File: src/rtl/uart_frac_baud_generator.sv
// uart_frac_baud_generator
// Oversample tick generator for a UART: a cycle counter produces one sample
// tick every divider_i+1 clocks, a phase counter marks the bit centre and
// the bit end. Define UART_BAUD_FRACTIONAL_EN to add a fractional
// accumulator that stretches selected periods by one cycle, giving an
// average period of divider_i+1+fraction_i/2^FRAC_WIDTH.
module uart_frac_baud_generator #(
    parameter int DIV_WIDTH  = 16,
    parameter int FRAC_WIDTH = 4,
    parameter int OVERSAMPLE = 16
) (
    input  logic                  clk_i,
    input  logic                  rst_i,
    input  logic                  enable_i,
    input  logic                  restart_i,
    input  logic [DIV_WIDTH-1:0]  divider_i,
    input  logic [FRAC_WIDTH-1:0] fraction_i,
    output logic                  sample_o,
    output logic                  mid_bit_o,
    output logic                  bit_tick_o
);

    localparam int PH_W = (OVERSAMPLE > 2) ? $clog2(OVERSAMPLE) : 1;
    localparam logic [PH_W-1:0] PHASE_LAST = PH_W'(OVERSAMPLE - 1);
    localparam logic [PH_W-1:0] PHASE_MID  = PH_W'(OVERSAMPLE / 2 - 1);

    logic [DIV_WIDTH-1:0] cnt_q, cnt_d;
    logic [PH_W-1:0]      phase_q, phase_d;
    logic                 sample_q, sample_d;
    logic                 mid_bit_q, mid_bit_d;
    logic                 bit_tick_q, bit_tick_d;
    logic [DIV_WIDTH:0]   limit;
    logic                 tick;

`ifdef UART_BAUD_FRACTIONAL_EN
    logic [FRAC_WIDTH-1:0] acc_q, acc_d;
    logic                  stretch_q, stretch_d;
    logic                  carry;

    // Limit widened by one bit so an all-ones divider plus stretch cannot wrap
    always_comb begin
        limit = {1'b0, divider_i} + {{DIV_WIDTH{1'b0}}, stretch_q};
    end
`else
    logic unused_fraction;

    // Fraction is ignored without the accumulator; period is divider_i+1
    always_comb begin
        limit           = {1'b0, divider_i};
        unused_fraction = ^fraction_i;
    end
`endif

    // Next-state: restart clears, disable freezes, otherwise count/tick
    always_comb begin
        cnt_d      = cnt_q;
        phase_d    = phase_q;
        sample_d   = 1'b0;
        mid_bit_d  = 1'b0;
        bit_tick_d = 1'b0;
        tick       = 1'b0;
`ifdef UART_BAUD_FRACTIONAL_EN
        acc_d      = acc_q;
        stretch_d  = stretch_q;
        carry      = 1'b0;
`endif
        if (restart_i) begin
            cnt_d   = '0;
            phase_d = '0;
`ifdef UART_BAUD_FRACTIONAL_EN
            acc_d     = '0;
            stretch_d = 1'b0;
`endif
        end else if (enable_i) begin
            if ({1'b0, cnt_q} >= limit) begin
                tick       = 1'b1;
                cnt_d      = '0;
                sample_d   = 1'b1;
                mid_bit_d  = (phase_q == PHASE_MID);
                bit_tick_d = (phase_q == PHASE_LAST);
                phase_d    = (phase_q == PHASE_LAST) ? '0 : phase_q + 1'b1;
`ifdef UART_BAUD_FRACTIONAL_EN
                {carry, acc_d} = {1'b0, acc_q} + {1'b0, fraction_i};
                stretch_d      = carry;
`endif
            end else begin
`ifdef UART_BAUD_FRACTIONAL_EN
                // cnt cannot hold divider+1 when divider is all-ones; spend
                // the stretch cycle by clearing stretch instead of wrapping.
                if (cnt_q == '1) begin
                    stretch_d = 1'b0;
                end else begin
                    cnt_d = cnt_q + 1'b1;
                end
`else
                cnt_d = cnt_q + 1'b1;
`endif
            end
        end
    end

    // State and output registers, asynchronously cleared
    always_ff @(posedge clk_i or posedge rst_i) begin
        if (rst_i) begin
            cnt_q      <= '0;
            phase_q    <= '0;
            sample_q   <= 1'b0;
            mid_bit_q  <= 1'b0;
            bit_tick_q <= 1'b0;
        end else begin
            cnt_q      <= cnt_d;
            phase_q    <= phase_d;
            sample_q   <= sample_d;
            mid_bit_q  <= mid_bit_d;
            bit_tick_q <= bit_tick_d;
        end
    end

`ifdef UART_BAUD_FRACTIONAL_EN
    // Fractional accumulator and stretch flag
    always_ff @(posedge clk_i or posedge rst_i) begin
        if (rst_i) begin
            acc_q     <= '0;
            stretch_q <= 1'b0;
        end else begin
            acc_q     <= acc_d;
            stretch_q <= stretch_d;
        end
    end
`endif

    assign sample_o   = sample_q;
    assign mid_bit_o  = mid_bit_q;
    assign bit_tick_o = bit_tick_q;

endmodule

File: config.mk
export PLATFORM = sky130hd
export DESIGN_NAME = uart_frac_baud_generator
export DESIGN_NICKNAME = d
export VERILOG_FILES = /design/src/rtl/uart_frac_baud_generator.sv
export SDC_FILE = /design/constraint.sdc
export NUM_CORES = 1
export LEC_CHECK = 0
export ABC_AREA = 1
export CAP_MARGIN = 20
export CELL_PAD_IN_SITES_DETAIL_PLACEMENT = 0
export CELL_PAD_IN_SITES_GLOBAL_PLACEMENT = 2
export CORE_MARGIN = 2
export CORE_UTILIZATION = 35
export CTS_BUF_LIST = sky130_fd_sc_hd__clkbuf_4 sky130_fd_sc_hd__clkbuf_8
export DETAILED_ROUTE_END_ITERATION = 8
export PLACE_DENSITY_LB_ADDON = 0.1
export SLEW_MARGIN = 25
export SYNTH_ARGS = -nofsm -noshare
export SYNTH_HDL_FRONTEND = slang
export SYNTH_SLANG_ARGS = --single-unit
File: constraint.sdc
create_clock -name clk_i -period 3.3 [get_ports clk_i]
set_input_delay 0.66 -clock clk_i [delete_from_list [all_inputs] [get_ports clk_i]]
set_output_delay 0.66 -clock clk_i [all_outputs]
set_load 0.005 [all_outputs]
# Yosys cells after proc, flatten, opt, wreduce, memory -nomap -nowiden
# Cells that the tools add are included.
# Widths: inputs -> output; s select.
totals:
  ff_bits: 23
  in_bits: 24
  wordCells: 29
classes:
  n_addsub: 2
  order_cmp: 1
  n_eq_ne: 2
  n_mux: 16
  n_reduce_logical: 3
ops:
  columns: ["op", "count"]
  rows:
  - ["$mux 16", 3]
  - ["$add 16x1->16 const B", 1]
  - ["$ge 16x16->1", 1]
  - ["$mux 4", 4]
  - ["$mux 1", 9]
  - ["$add 4x1->4 const B", 1]
  - ["$eq 4x3->1 const B", 1]
  - ["$eq 4x4->1 const B", 1]
  - ["$reduce_bool 2->1", 2]
  - ["$reduce_and 2->1", 1]

# Logic depth before layout (Yosys ltp)
depth:
  ltp_word: 5
  depth_mapped: 14
  mapped_depth_nobuf: 14

# Least setup slack after synthesis
# OpenSTA, ideal clock, no wires.
synth_timing:
  path_type: "input -> register"
  from: "input divider_i[15]"
  to: "register phase_q[0]"
  setup_ns: 0.066
  t_arrival_ns: 1.781
  t_required_ns: 3.234
  slack_ns: 1.454
  path_stages: 9
  n_path_buf: 0
  cell_sequence: "inv_1 > ha_1 > a21oi_1 > o21ai_0 > nor2_1 > nand3_2 > nand2_1 > nand2_1 > nand2_1"
synth_between:
  elab_chain_len: 3
synth_rtl:
  columns: ["item", "line_no", "text"]
  rows:
  - ["from (decl)", "16", "input logic [DIV_WIDTH-1:0] divider_i,"]
  - ["$ge 16x16->1", "75", "if ({1'b0, cnt_q} >= limit) begin"]
  - ["$reduce_bool 2->1 (no line)", null, null]
  - ["$reduce_and 2->1 (no line)", null, null]
  - ["to (signal assigned)", "112", "phase_q <= phase_d;"]
  - ["to (decl)", "28", "logic [PH_W-1:0] phase_q, phase_d;"]
# Every way passes these cells.
# A chain may end at the register's enable or synchronous reset.

# Worst setup path after layout
layout_timing:
  from: "input divider_i[3]"
  to: "register phase_q[0]"
# Same word-level chain as after synthesis.

==> reports/metrics.yaml <==
run_status:
  outcome: "finished, final reports clean"
clock_tree:
  clockBufferDepth: 2
  cts_buffers: 3
  cts_setup_buffers: 0
  cts_hold_buffers: 0
  cts_resized: 0
  root_buffer: "clkbuf_8"
  clock_latency_ps: 270
  clkSinkCount: 23
  htreeDepth: 1
  cts_tree: "built"
  clk_pin_slew_ps: 90
critical_path:
  critPathCaptureType: "register"
  path_class: "in2reg"
  critPathBufInv: 2
  worst_path_max_delay_cell: "clkdlybuf4s50_1"
  arrival_ps: 2530
  worstSetupStartpointType: "primary input"
  max_stage_delay_ps: 450
  timing.critical_path.mode_cell: "nand2_1"
  crit_fanout: 9
  required_ps: 3510
  critPathTopFamily: "simple AND/OR/NAND/NOR gates"
  crit_path_cell_trace: "clkdlybuf4s50_1 -> inv_1 -> ha_1 -> nand2_1 -> nor2_1 -> nor2_1 -> nand2_1 -> nand2_1 -> nand2_1 -> nand2_1 -> nand3_2 -> nand2_1 -> nand2_1 -> nand2_1"
finish:
  layout_common_cells: "nand2_1, inv_1, dfrtp_1"
  final_cells: 315
  drive_gt1_frac: 0.0968
  fin_area_mm2: 0.00207
  final_nets: 291
  diodes: 0
  final_common_cell: "nand2_1"
  area_growth_pct: 19.3
  fillers: 519
die:
  initial_utilization: 0.365
  rows: 25
  die_x_um: 74.4
  die-area_mm2: 0.00554
  ios: 27
  fp.dieH_um: 74.4
  core_mm2: 0.00475
power_and_ir_drop:
  power.density_mw_per_mm2: 274
  power_w: 0.000568
  p_leak_nw: 1.07
  vdd_ir_drop_max_mv: 0.183
placement:
  port_buffers: 22
  dp.cells: 311
  postPlaceCellArea_mm2: 0.00202
  place_congestion: 0.727
  dp_hpwl_mm: 2.73
detailed_routing:
  routed_wl_mm: 3.56
  ant_nets: 0
  via_per_inst: 4.50
  drc: 0
  first_iter_violations: 45
  first_pass_iters: 4
  wl_per_cell_um: 11.3
  routed-via-count: 1419
global_route:
  grt_pass1_vias: 1366
  grt_pass1_wl_mm: 5.98
  grt_max_degree: 24
  grt.total_usage: 0.141
  antenna_found_initial: 0
  grt_overflow_total: 0
timing:
  holdWs_ps: 513
  max_freq_mhz: 430
  tightestPinTransition_ps: 941
  setup-tns-final_ps: 0
  fin_skew_ps: 2.77
  finalSetupViolCount: 0
  final.period_utilization: 0.704
  period_minus_slack_ps: 2320
  relSlewSlack: 0.370
  grt_setup_unrepaired: "no"
  slew_violations: 0
  final_hold_viol_count: 0
logic_synthesis:
  synthesis.nets: 267
  ys_ff_latch: 23
  ys.warnings.count: 0
  synth_area_mm2: 0.00174
  syn_inst: 225
  avgSynthCellArea_um2: 7.71
  yosysSeqAreaShare: 0.332
  yosysUniqueCellTypes: 25
job:
  cap_violations: 0
worst_hold_path:
  hold_path_class: "reg2reg"
==> per-layer routing <==
metal / wire length, um / GRT usage / vias to the layer above
met5: 0 / 0 / -
met4: 27 / 0.0417 / 0
met3: 78 / 0.0163 / 2
met2: 1610 / 0.237 / 16
met1: 1850 / 0.191 / 637
li1: - / - / 764
==> metrics by stage <==
step / util / setup slack, ps
floorplan: - / 1450
detailed placement: 0.425 / 650
global route: 0.436 / 762
CTS: 0.436 / 946
finish: 0.436 / 977
global placement: 0.425 / 651
==> logic make-up after synthesis <==
| logic type | count (synthesis) | share of synthesized area |
|---|---|---|
| buf+inv | 39 | 0.0880 |
| flops | 23 | 0.332 |
| compound gates | 18 | 0.0598 |
| xor+xnor | 12 | 0.0606 |
| fa+ha+maj | 18 | 0.130 |
| simple gates | 115 | 0.330 |
==> layout make-up <==
type / instances / area [um^2] / area share
Sequential cell: 23 / 576 / 0.278
Inverter: 36 / 135 / 0.0653
Timing Repair Buffer: 22 / 220 / 0.106
Tap cell: 67 / 83.8 / 0.0405
Clock buffer: 3 / 41.3 / 0.0199
Clock inverter: 1 / 7.51 / 0.00363
Multi-Input combinational cell: 163 / 1010 / 0.486
==> tightest hold or removal path, stage by stage, from the launching register on <==
cell and delay, ps:
dfrtp_1 380, nand2_1 60, nand2_1 50
==> sequential cells by signal, summed over array words and instances (netlist names) <==
register and flops:
bit_tick_o 1, phase_q 4, cnt_q 16, sample_o 1, mid_bit_o 1
==> cell usage after synthesis <==
cell type | number | area share
a21oi_2 | 3 | 0.015
nor3_2 | 3 | 0.017
xor2_1 | 8 | 0.040
nor2_4 | 2 | 0.013
nor2_2 | 2 | 0.0072
inv_1 | 33 | 0.071
nand4_1 | 7 | 0.025
nand2_1 | 56 | 0.12
ha_1 | 18 | 0.13
o21ai_0 | 3 | 0.0086
nor3_4 | 1 | 0.0094
buf_2 | 2 | 0.0058
dfrtp_1 | 23 | 0.33
nor2_8 | 1 | 0.012
inv_2 | 3 | 0.0065
nand2_2 | 2 | 0.0072
nand3b_1 | 3 | 0.013
nand3_2 | 3 | 0.017
nor3_1 | 1 | 0.0029
a21oi_1 | 11 | 0.032
xnor2_1 | 4 | 0.020
o21a_1 | 1 | 0.0043
nor2_1 | 18 | 0.039
buf_4 | 1 | 0.0043
nand3_1 | 16 | 0.046
==> power breakdown <==
| group | leakage (nW) | switching [W] | total (W) | internal (W) |
|---|---|---|---|---|
| Clock | 0.0217 | 0.0000959 | 0.000181 | 0.0000854 |
| Sequential | 0.319 | 0.00000825 | 0.000296 | 0.000288 |
| Combinational | 0.724 | 0.0000487 | 0.0000905 | 0.0000418 |
| Total | 1.07 | 0.000153 | 0.000568 | 0.000415 |
==> path summary, 6_finish.rpt <==
kind | from | endpoint | slack [ps] | cells past startpoint
setup / recovery | divider_i[3] | phase_q[0]$_DFFE_PP0P_ | 980 | 14
hold / removal | phase_q[1]$_DFFE_PP0P_ | phase_q[1]$_DFFE_PP0P_ | 510 | 2
setup reg to reg | cnt_q[3]$_DFFE_PP0P_ | phase_q[0]$_DFFE_PP0P_ | 1390 | 12
hold reg to reg | phase_q[1]$_DFFE_PP0P_ | phase_q[1]$_DFFE_PP0P_ | 510 | 2
max in group asynchronous | rst_i | cnt_q[11]$_DFFE_PP0P_ | 2120 | 2
min in group asynchronous | rst_i | cnt_q[1]$_DFFE_PP0P_ | 770 | 2
(Power assumes the default switching activity.)
